### src/rtl/fruit_judge_seq.sv
// Frame sequencer for the fruit classifier: latches features on each vsync,
// samples the sort code after a settle window and majority-votes a window.
module fruit_judge_seq #(
    parameter int SETTLE_CYC  = 4,
    parameter int VOTE_FRAMES = 5
) (
    input  logic       pixelclk,
    input  logic       reset_n,
    input  logic       i_en,
    input  logic       i_vsync,
    input  logic [3:0] i_sort,
    output logic       o_latch_en,
    output logic       o_busy,
    output logic [3:0] o_result,
    output logic [3:0] o_conf,
    output logic       o_valid,
    input  logic       i_ack
);

    typedef enum logic [2:0] {
        IDLE, WAIT_EOF, LATCH, SETTLE, SAMPLE, DECIDE, PRESENT
    } state_t;

    state_t     state_q, state_d;
    logic       vsync_q;
    logic [3:0] hist_q [16];
    logic [3:0] hist_d [16];
    logic [3:0] frm_cnt_q, frm_cnt_d;
    logic [7:0] set_cnt_q, set_cnt_d;
    logic [3:0] scan_idx_q, scan_idx_d;
    logic [3:0] best_idx_q, best_idx_d;
    logic [3:0] best_cnt_q, best_cnt_d;
    logic [3:0] result_q, result_d;
    logic [3:0] conf_q, conf_d;

    logic       vs_edge;
    logic       hit;
    logic [3:0] bin;
    logic [3:0] frm_inc;
    logic       abort;

    assign vs_edge = i_vsync & ~vsync_q;
    assign bin     = hist_q[scan_idx_q];
    assign hit     = bin > best_cnt_q;
    assign frm_inc = frm_cnt_q + 4'd1;
    assign abort   = ~i_en & (state_q inside {WAIT_EOF, LATCH, SETTLE, SAMPLE, DECIDE});

    always_comb begin
        state_d    = state_q;
        hist_d     = hist_q;
        frm_cnt_d  = frm_cnt_q;
        set_cnt_d  = set_cnt_q;
        scan_idx_d = scan_idx_q;
        best_idx_d = best_idx_q;
        best_cnt_d = best_cnt_q;
        result_d   = result_q;
        conf_d     = conf_q;
        unique case (state_q)
            IDLE: begin
                if (i_en) state_d = WAIT_EOF;
            end
            WAIT_EOF: begin
                if (vs_edge) state_d = LATCH;
            end
            LATCH: begin
                set_cnt_d = 8'(SETTLE_CYC);
                state_d   = SETTLE;
            end
            SETTLE: begin
                set_cnt_d = set_cnt_q - 8'd1;
                if (set_cnt_q == 8'd1) state_d = SAMPLE;
            end
            SAMPLE: begin
                hist_d[i_sort] = hist_q[i_sort] + 4'd1;
                frm_cnt_d      = frm_inc;
                if (frm_inc == 4'(VOTE_FRAMES)) begin
                    state_d    = DECIDE;
                    scan_idx_d = 4'd0;
                    best_idx_d = 4'd0;
                    best_cnt_d = 4'd0;
                end else begin
                    state_d = WAIT_EOF;
                end
            end
            DECIDE: begin
                // strict compare keeps the lowest class on ties
                if (hit) begin
                    best_idx_d = scan_idx_q;
                    best_cnt_d = bin;
                end
                scan_idx_d = scan_idx_q + 4'd1;
                if (scan_idx_q == 4'd15) begin
                    result_d = hit ? scan_idx_q : best_idx_q;
                    conf_d   = hit ? bin : best_cnt_q;
                    state_d  = PRESENT;
                end
            end
            PRESENT: begin
                if (i_ack) begin
                    for (int i = 0; i < 16; i++) hist_d[i] = 4'd0;
                    frm_cnt_d = 4'd0;
                    state_d   = i_en ? WAIT_EOF : IDLE;
                end
            end
            default: state_d = IDLE;
        endcase
        if (abort) begin
            for (int i = 0; i < 16; i++) hist_d[i] = 4'd0;
            frm_cnt_d = 4'd0;
            result_d  = result_q;
            conf_d    = conf_q;
            state_d   = IDLE;
        end
    end

    always_ff @(posedge pixelclk or negedge reset_n) begin
        if (!reset_n) begin
            state_q    <= IDLE;
            vsync_q    <= 1'b0;
            for (int i = 0; i < 16; i++) hist_q[i] <= 4'd0;
            frm_cnt_q  <= 4'd0;
            set_cnt_q  <= 8'd0;
            scan_idx_q <= 4'd0;
            best_idx_q <= 4'd0;
            best_cnt_q <= 4'd0;
            result_q   <= 4'd0;
            conf_q     <= 4'd0;
        end else begin
            state_q    <= state_d;
            vsync_q    <= i_vsync;
            hist_q     <= hist_d;
            frm_cnt_q  <= frm_cnt_d;
            set_cnt_q  <= set_cnt_d;
            scan_idx_q <= scan_idx_d;
            best_idx_q <= best_idx_d;
            best_cnt_q <= best_cnt_d;
            result_q   <= result_d;
            conf_q     <= conf_d;
        end
    end

    assign o_latch_en = state_q == LATCH;
    assign o_busy     = state_q inside {LATCH, SETTLE, SAMPLE, DECIDE};
    assign o_valid    = state_q == PRESENT;
    assign o_result   = result_q;
    assign o_conf     = conf_q;

endmodule

### config.mk
export PLATFORM = sky130hd
export DESIGN_NAME = fruit_judge_seq
export DESIGN_NICKNAME = d
export VERILOG_FILES = /design/src/rtl/fruit_judge_seq.sv
export SDC_FILE = /design/constraint.sdc
export NUM_CORES = 1
export LEC_CHECK = 0
export CAP_MARGIN = 20
export CORE_ASPECT_RATIO = 2
export CORE_MARGIN = 3
export CORE_UTILIZATION = 30
export DETAILED_ROUTE_END_ITERATION = 7
export PLACE_DENSITY_LB_ADDON = 0.08
export SLEW_MARGIN = 20
export SYNTH_ARGS = -nofsm -noshare
export SYNTH_HDL_FRONTEND = slang
export SYNTH_SLANG_ARGS = --single-unit
### constraint.sdc
create_clock -name pixelclk -period 8.89 [get_ports pixelclk]
set_input_delay 0.889 -clock pixelclk [delete_from_list [all_inputs] [get_ports pixelclk]]
set_output_delay 0.889 -clock pixelclk [all_outputs]
set_load 0.05 [all_outputs]
# Yosys cells after proc, flatten, opt, wreduce, memory -nomap -nowiden
# Index checks and enable logic that the tools add are counted.
word_totals:
  ram_bits: 0
  reg_bits: 100
  romBits: 0
  output_inout_bits: 11
  memories: 0
  elab_cells: 97
  inputBits: 9
  latchBits: 0
op_classes:
  n_addsub: 4
  shifts: 0
  n_reduce_logical: 11
  multipliers: 0
  muxes: 31
  eq_ne: 15
  bitwise_logic: 7
  n_lt_le_gt_ge: 4
  div_mod_pow: 0
op_table:
  columns: ["op", "count"]
  rows:
  - ["$mux 64", 2]
  - ["$pmux 64 s2", 1]
  - ["$bwmux 64", 1]
  - ["$mux 4", 10]
  - ["$bmux 4 s4", 2]
  - ["$pmux 4 s2", 4]
  - ["$mux 3", 7]
  - ["$pmux 3 s7", 1]
  - ["$demux 4 s4", 1]
  - ["$pmux 8 s2", 1]
  - ["$add 4x1->4 const B", 3]
  - ["$ge 5x5->1 const B", 2]
  - ["$not 4->5", 2]
  - ["$eq 3x3->1 const B", 3]
  - ["$eq 8x1->1 const B", 1]
  - ["$sub 8x1->8 const B", 1]
  - ["$eq 3x2->1 const B", 2]
  - ["$ne 3x2->1 const B", 2]
  - ["$ne 3x3->1 const B", 2]
  - ["$lt 5x1->1 const B", 1]
  - ["$reduce_and 5->1", 1]
  - ["$reduce_bool 5->1", 1]
  - ["$eq 4x3->1 const B", 1]
  - ["$eq 4x4->1 const B", 1]
  - ["14 further kinds", 19]

# Depth between registers and ports, before layout
# Gate-level depths: netlist of the first run.
logic_depth:
  depth_word: 8
  ltp_mapped: 12
  mapped_depth_nobuf: 10

# Worst setup path after synthesis of the first run
# Ideal clock, no wire load.
synth_path:
  path_type: "reg2reg"
  from: "register scan_idx_q[0]"
  to: "register best_cnt_q[0]"
  arrival_time_ps: 3391
  n_path_buf: 2
  slack_ps: 5419
  path_stages_with_launch: 12
  required_time_ps: 8811
  period_less_slack_ps: 3471
  path_cell_list: "dfrtp_1 > buf_2 > mux4_2 > mux4_2 > ha_1 > nor2b_1 > o21a_1 > o21a_1 > o21ai_2 > or2_2 > buf_2 > mux2i_1"
synth_between:
  elab_chain_cells: 7
synth_rtl:
  columns: ["element", "line_no", "text"]
  rows:
  - ["start: declaration", "30", "logic [3:0] scan_idx_q, scan_idx_d;"]
  - ["start signal: assignment", "134", "scan_idx_q <= scan_idx_d;"]
  - ["$not 4->5 (implied by the code) (*)", "43", "assign bin = hist_q[scan_idx_q];"]
  - ["$bmux 4 s4 (*)", "43", null]
  - ["$mux 4 (implied by the code) (*) (2 in a row)", "43", null]
  - ["$gt 4x4->1", "44", "assign hit = bin > best_cnt_q;"]
  - ["$mux 4 (*)", null, null]
  - ["$pmux 4 s2 (*)", "58", "unique case (state_q)"]
  - ["end signal: assignment", "136", "best_cnt_q <= best_cnt_d;"]
  - ["end: declaration", "32", "logic [3:0] best_cnt_q, best_cnt_d;"]
# Every way passes the cells marked *; elsewhere a longest branch is shown, timed or not. The select of a mux whose other input is x is not followed.
# A chain may end at the register's enable or synchronous reset.

# Worst setup path after layout of the first run
layout_path:
  from: "register scan_idx_q[1]"
  to: "register best_idx_q[1]"
layout_between:
  elab_chain_cells: 7
layout_rtl:
  columns: ["element", "line_no", "text"]
  rows:
  - ["$not 4->5 (implied by the code)", "43", null]
  - ["$bmux 4 s4", "43", null]
  - ["$mux 4 (implied by the code) (2 in a row)", "43", null]
  - ["$gt 4x4->1", "44", null]
  - ["$mux 4 (*)", "87", "if (hit) begin"]
  - ["$pmux 4 s2 (*)", "58", null]
  - ["end signal: assignment", "135", "best_idx_q <= best_idx_d;"]
  - ["end: declaration", "31", "logic [3:0] best_idx_q, best_idx_d;"]
# Marked as above.

==> metrics.md, run 1 <==
| Metric | Value |
|---|---|
| HP Class | `in -> async` |
| Synth warnings | `0` |
| Nets | `561` |
| Post-synth EDFFs | `0` |
| Final min period | `4060 ps` |
| Flops & latches, synth | `100` |
| Final WS setup | `about 4800 ps` |
| GP Congestion | `0.804` |
| CP Launch Type | `flip-flop` |
| Global-route wire length before repair | `26700 microns` |
| Mapped Cells | `542` |
| DRC Markers | `0` |
| Largest net degree at the start of global routing | `61` |
| CP endpoint kind | `flip-flop` |
| Avg Inst Size Synth | `10.5 sq um` |
| Worst clock skew | `13.2 ps` |
| Worst IR Drop VDD | `a little under 90 uV` |
| Period utilization | `0.456` |
| Via/cell ratio | `5.24` |
| # resized after CTS | `0` |
| Global-route usage over all layers | `0.175` |
| XOR/XNOR Fraction of Synth Area | `0.0125` |
| Core Rows | `70` |
| Die H | `approximately 200 microns` |
| Compound-gate portion of the synthesized area | `0.153` |
| Setup_tns | `0 ps` |
| Ant diodes | `0` |
| Worst Path Required | `9170 ps` |
| Final Hold Vio Count | `0` |
| Ys flop type | `dfrtp_1` |
| Initial Util | `0.308` |
| Max frequency | `0.247 GHz` |
| I/O Pins | `20` |
| Clk sinks | `100` |
| Vias in the first global route | `4489` |
| Number of port buffers | `19` |
| Slew @ Worst Pin | `1080 ps` |
| Crit-path max FO | `21` |
| Post-Layout Inst Area | `0.00639 sq mm` |
| Average wire per standard cell | `21.4 microns` |
| Vias | `4184` |
| Static leakage | `2.70 nW` |
| Commonest non-fill, non-tap cell in the layout | `dfrtp_1` |
| Num CTS Buffers | `9` |
| Rel. slew slack | `0.281` |
| Setup violations, final | `0` |
| Max-slew violations | `0` |
| Final ANT Viol Nets | `0` |
| P per Cell Area | `about 210 mW/mm^2` |
| Gr ovfl total | `0` |
| CTS tree | `yes` |
| Initial antenna violation count | `0` |
| Clk buf depth | `2` |
| Crit Path Class | `reg -> reg` |
| Max-cap violations | `0` |
| Placed Area | `around 0.0061 sq mm` |
| DRT Pass-1 Iters | `4` |
| Synthesized cell area | `0.00569 sq mm` |
| Die area | `0.0208 sq mm` |
| Violation count after the first detailed-route iteration | `264` |
| Core Region | `~0.018 sq mm` |
| Die Wd | `103 microns` |
| Combinational family with the most area after synthesis | `multiplexers` |
| Unrepaired setup endpoints after global routing | `no` |
| Area Growth Syn to Fin | `12.2%` |
| Adder and majority gate portion of the synthesized area | `0.0220` |
| Setup Buffers After CTS | `0` |
| FFs w/ async S/R, synth | `1.00` |
| Reg clk slew, reported paths | `approximately 70 ps` |
| Cts hold-fix bufs | `0` |
| CTS root buf | `clkbuf_16` |
| Mux cell area share after synthesis | `0.187` |
| Outcome | `finished clean` |
| Register area share after synthesis | `0.439` |
| H-tree Lvls | `3` |
| Setup slack at placement | `around 4600 ps` |
| Most frequent cells in the layout | `100 x dfrtp_1, 77 x nand2_1, 59 x nor2_1` |
| Simple-Gate Fraction of Synth Area | `0.142` |
| Final WL | `17100 microns` |
| Clock Latency Late Sink | `roughly 360 ps` |
| Synth cell types | `47` |
| Fraction of layout instances using a drive strength above 1 | `0.135` |
| Syn Nets | `561` |
| Hpwl dp | `between 10000 and 15000 microns` |
| CP arrival | `about 4300 ps` |
[logic make-up (layout without fill, tap and decap cells)]
kind of cell,count (synthesis),in the layout
XOR/XNOR,6,6
adder cells (fa/ha/maj),10,10
buffers and inverters,55,60
flip-flops,100,100
AO/OA/AOI/OAI,128,128
multiplexers,57,57
AND/OR/NAND/NOR,186,186
[layer usage]
layer | GRT usage | routed length (microns) | vias up
li1 | - | - | 1961
met1 | 0.191 | 6250 | 2133
met2 | 0.328 | 10000 | 69
met3 | 0.0268 | 483 | 21
met4 | 0.0588 | 358 | 0
met5 | 0 | 0 | -
[metrics by stage]
step / total power, mW / hold slack [ps] / utilization / cells
finish: 1.36 / 501 / 0.346 / 799
global route: 1.44 / 532 / 0.346 / 799
CTS: 1.38 / 511 / 0.346 / 799
detailed placement: 0.947 / 495 / 0.328 / 783
global placement: 0.942 / 481 / 0.328 / 783
floorplan: 0.821 / 458 / - / 542
[power by group]
part	leakage, nW	internal (mW)	switching [mW]
Combinational	1.20	0.132	0.232
Sequential	1.35	0.491	0.0748
Clock	0.149	0.247	0.186
Total	2.70	0.869	0.493
[Yosys cell counts (2+ instances only)]
| master | n | area, sq um |
|---|---|---|
| nand3b_1 | 2 | 15.0 |
| mux2i_1 | 17 | 170 |
| buf_1 | 4 | 15.0 |
| o21ai_0 | 45 | 225 |
| clkbuf_1 | 21 | 78.8 |
| xor2_1 | 3 | 26.3 |
| buf_2 | 7 | 35.0 |
| nand4_1 | 3 | 18.8 |
| mux4_2 | 33 | 743 |
| a21o_1 | 2 | 15.0 |
| ha_1 | 10 | 125 |
| nand2_1 | 77 | 289 |
| o31a_1 | 2 | 17.5 |
| nor2b_1 | 5 | 31.3 |
| nor3_1 | 10 | 50.1 |
| mux2_2 | 2 | 22.5 |
| nand3_1 | 12 | 60.1 |
| a22o_1 | 35 | 307 |
| and2_1 | 3 | 18.8 |
| a21oi_1 | 11 | 55.1 |
| o21ai_1 | 6 | 30.0 |
| dfrtp_1 | 100 | 2500 |
| mux4_1 | 5 | 131 |
| o21a_1 | 2 | 15.0 |
| nor2_1 | 59 | 221 |
| nand2b_1 | 6 | 37.5 |
| a22oi_1 | 4 | 30.0 |
| inv_1 | 20 | 75.1 |
| or3_1 | 3 | 18.8 |
| o21ai_2 | 11 | 96.3 |
| or2_2 | 3 | 18.8 |
| buf_6 | 2 | 22.5 |
| o22ai_1 | 2 | 12.5 |
| xnor2_1 | 2 | 17.5 |
[flip-flops by register name, summed over array words and instances (netlist names)]
name,cells
o_result,4
scan_idx_q,4
best_cnt_q,4
o_conf,4
frm_cnt_q,4
state_q,3
hist_q,64
best_idx_q,4
set_cnt_q,8
vsync_q,1
[final cells by class]
class	instances	area, sq um
fill	1866	12100
multi-input combinational	387	2950
sequential	100	2500
clock buffer	10	229
inverter	20	75.1
tap	252	315
timing repair buffer	24	225
clock inverter	6	88.8
[final timing paths]
kind,start,endpoint,slack (ps),depth (start not counted)
worst max-delay path,scan_idx_q[1],best_idx_q[1],4830,9
worst min-delay path,reset_n,set_cnt_q[0],500,1
worst max register to register,scan_idx_q[1],best_idx_q[1],4830,9
worst min register to register,hist_q[51],hist_q[51],500,2
max in group asynchronous,reset_n,hist_q[43],7150,2
min in group pixelclk,hist_q[51],hist_q[51],500,2
[critical path: stages, from the launching register on]
cell     delay (ps)
dfrtp_1        1050
mux4_2          460
mux4_2          540
ha_1            300
nor2b_1         130
o21a_1          160
o21a_1          170
o21ai_2         500
or2_2           400
mux2i_1         220
Power figures use the tool's default switching activity.
==> run 2, diff against run 1 <==
Clock period 8.89 ns to 3.9 ns, I/O delays scaled along.
==> run 2 against run 1 <==
Net effect: via count rose by 0.41%; clock power up 110%; non-clock buffer count up 10; register-to-register slack got worse by 4400 ps; global-route usage rose by 0.088 points; largest cell class unchanged; critical endpoint is now best_idx_q[2]; largest power group unchanged; power up 120%; critical path type unchanged; cell area increased by 0.96%.
==> metrics.md, run 2 (same netlist as run 1, synthesis figures left out) <==
| Metric | Value |
|---|---|
| Outcome | `finished clean` |
| Max frequency | `0.291 GHz (+18%)` |
| Core Region | `0.0185 sq mm (unchanged)` |
| Register-to-Register Setup Slack | `470 ps (-4370 ps)` |
| Vias | `4201 (+0.41%)` |
| Worst IR Drop VDD | `177 uV (+100%)` |
| Area Growth Syn to Fin | `13.2%` |
| Global-route wire length before repair | `26800 microns (+0.44%)` |
| Final WL | `17100 microns (+0.22%)` |
| Post-Layout Inst Area | `0.00645 sq mm (+0.96%)` |
| Net Switching | `1.08 mW (+120%)` |
| Largest net degree at the start of global routing | `56 (-8.2%)` |
| Setup Buffers After CTS | `0 (unchanged)` |
| Max FFs per register | `64 (unchanged)` |
| Switching Fraction | `0.353 (-0.00863)` |
| Worst clock skew | `9.05 ps (-4.16 ps)` |
| Die area | `0.0208 sq mm (unchanged)` |
| Met2 Use GR | `0.318 (-0.00959)` |
| Clock Latency Late Sink | `350 ps (about the same)` |
| Die Wd | `103 microns (unchanged)` |
| Cts hold-fix bufs | `0 (unchanged)` |
| Clock power share | `0.301 (-0.017)` |
| Final ANT Viol Nets | `0 (unchanged)` |
| Biggest regs | `hist_q x64, set_cnt_q x8` |
| Vias in the first global route | `4510 (+0.47%)` |
| Reg clk slew, reported paths | `70 ps (about the same)` |
| Setup violations, final | `0 (unchanged)` |
| Reg2Reg Depth | `11 (+2)` |
| GP Congestion | `0.834 (+3.7%)` |
| Slew @ Worst Pin | `905 ps (-173 ps)` |
| GR Layer Usage met3 | `0.0216 (-0.00522)` |
| CTS root buf | `clkbuf_16` |
| Gr ovfl total | `0 (unchanged)` |
| Number of port buffers | `19 (unchanged)` |
| CP arrival | `3700 ps (-640 ps)` |
| Biggest register | `hist_q` |
| Nets | `571 (+1.8%)` |
| Max-cap violations | `0 (unchanged)` |
| Fraction of layout instances using a drive strength above 1 | `0.148 (+0.0125)` |
| CTS tree | `yes` |
| H-tree Lvls | `3 (unchanged)` |
| CP endpoint kind | `flip-flop` |
| Max-slew violations | `0 (unchanged)` |
| Average wire per standard cell | `21.2 microns (-0.78%)` |
| Clk buf depth | `2 (unchanged)` |
| Final Hold Vio Count | `0 (unchanged)` |
| Global-route usage over all layers | `0.176 (+0.000876)` |
| Clk sinks | `100 (unchanged)` |
| Worst Path Required | `4170 ps (-5000 ps)` |
| CP Launch Type | `flip-flop` |
| Crit Path Class | `reg -> reg` |
| Crit-path slowest cell | `dfrtp_1` |
| # fillers | `1868 (+0.11%)` |
| Top Usage Layer GRT | `met2` |
| Largest stage delay, worst path | `550 ps (-500 ps)` |
| Period utilization | `0.880 (+0.424)` |
| Sequential power share | `0.414 (about the same)` |
| Commonest non-fill, non-tap cell in the layout | `dfrtp_1` |
| Static leakage | `2.75 nW (+1.8%)` |
| WHS | `99.7 ps (-401 ps)` |
| Worst-path cell chain | `buf_4, mux4_2, mux4_2, inv_1, ha_1, nor2b_1, o21a_1, o21a_1, o21ai_2, or2_2, mux2i_1` |
| Comb pwr share | `0.285 (+0.018)` |
| Final min period | `3430 ps (-622 ps)` |
| DRT Pass-1 Iters | `4 (unchanged)` |
| Worst reg2reg startpoint | `scan_idx_q[0]` |
| P_int | `1.97 mW (+130%)` |
| Crit-path max FO | `8 (-62%)` |
| RR Endpoint | `best_idx_q[2]` |
| Num CTS Buffers | `9 (unchanged)` |
| Core Rows | `70 (unchanged)` |
| Hpwl dp | `13400 microns (+6.2%)` |
| Initial Util | `0.308 (unchanged)` |
| Via/cell ratio | `5.21 (-0.59%)` |
| Most frequent cells in the layout | `100 x dfrtp_1, 77 x nand2_1, 59 x nor2_1` |
| I/O Pins | `20 (unchanged)` |
| Final core utilization | `0.349 (+0.00332)` |
| Met1 Track Usage GR | `0.183 (-0.00812)` |
| Placed Area | `0.00616 sq mm (+1.4%)` |
| HP Class | `in -> async` |
| Die H | `201 microns (unchanged)` |
| Initial antenna violation count | `0 (unchanged)` |
| Unrepaired setup endpoints after global routing | `no` |
| Ant diodes | `0 (unchanged)` |
| # resized after CTS | `0 (unchanged)` |
| Rel. slew slack | `0.394 (+0.112)` |
| DRC Markers | `0 (unchanged)` |
| Setup_tns | `0 ps (unchanged)` |
| Violation count after the first detailed-route iteration | `310 (+17%)` |
| P per Cell Area | `473 mW/mm^2 (+120%)` |
-- run 2: cell types whose count changed in the layout (fill, tap and decap cells not counted) --
cell / delta
buf_4: +9
clkbuf_8: +2
clkinvlp_4: -2
buf_12: +1
bufinv_16: -1
clkinv_4: -1
-- run 2: critical path, delay by kind of cell, from the launching register on --
| kind | cells | cell delay [ps] |
|---|---|---|
| mux | 3 | 1300 |
| compound gates | 3 | 590 |
| buf+inv | 2 | 360 |
| simple gates | 2 | 400 |
| flops | 1 | 550 |
| fa+ha+maj | 1 | 140 |
-- run 2: metal layers --
layer / routed length, microns / share of wire
met4: 998 / 0.058
met1: 5920 / 0.35
met5: 0 / 0
met3: 385 / 0.022
met2: 9840 / 0.57
-- run 2: per-stage QoR --
step,power [mW],std cells,worst slack [ps]
3_3_place_gp,2.16,793,522
2_1_floorplan,1.87,542,429
3_5_place_dp,2.17,793,470
5_1_grt,3.24,807,268
6_report,3.05,807,466
4_1_cts,3.10,807,423
-- run 2: worst max path at each step --
stage	start	endpoint	slack [ps]	depth (start not counted)
floorplan	scan_idx_q[0]	best_cnt_q[0]	430	11
detailed placement	scan_idx_q[0]	best_idx_q[2]	470	9
global placement	scan_idx_q[0]	best_idx_q[0]	520	11
global route	scan_idx_q[0]	o_result[1]	270	12
CTS	scan_idx_q[0]	best_idx_q[2]	420	11
finish	scan_idx_q[0]	best_idx_q[2]	470	11
-- run 2: power groups by stage --
stage / sequential (mW) / combinational, mW / clock (mW)
2_1_floorplan: 1.22 / 0.655 / 0
3_3_place_gp: 1.28 / 0.880 / 0
3_5_place_dp: 1.28 / 0.887 / 0
4_1_cts: 1.26 / 0.889 / 0.945
5_1_grt: 1.28 / 0.973 / 0.985
6_report: 1.26 / 0.869 / 0.917
-- run 2: layout make-up --
| type | instances | area, sq um | area share |
|---|---|---|---|
| multi-input cells | 387 | 2950 | 0.458 |
| inverters | 20 | 75.1 | 0.0116 |
| clock buffers | 12 | 256 | 0.0398 |
| flip-flops and latches | 100 | 2500 | 0.388 |
| clock inverters | 2 | 35.0 | 0.00543 |
| repair buffers | 34 | 313 | 0.0485 |
| well taps | 252 | 315 | 0.0489 |
==> run 3, diff against run 2 <==
Settings changed: SLEW_MARGIN 20 to 0.
==> results of run 3 <==
Same layout as run 2: the final DEF is identical, and so are final timing and power.
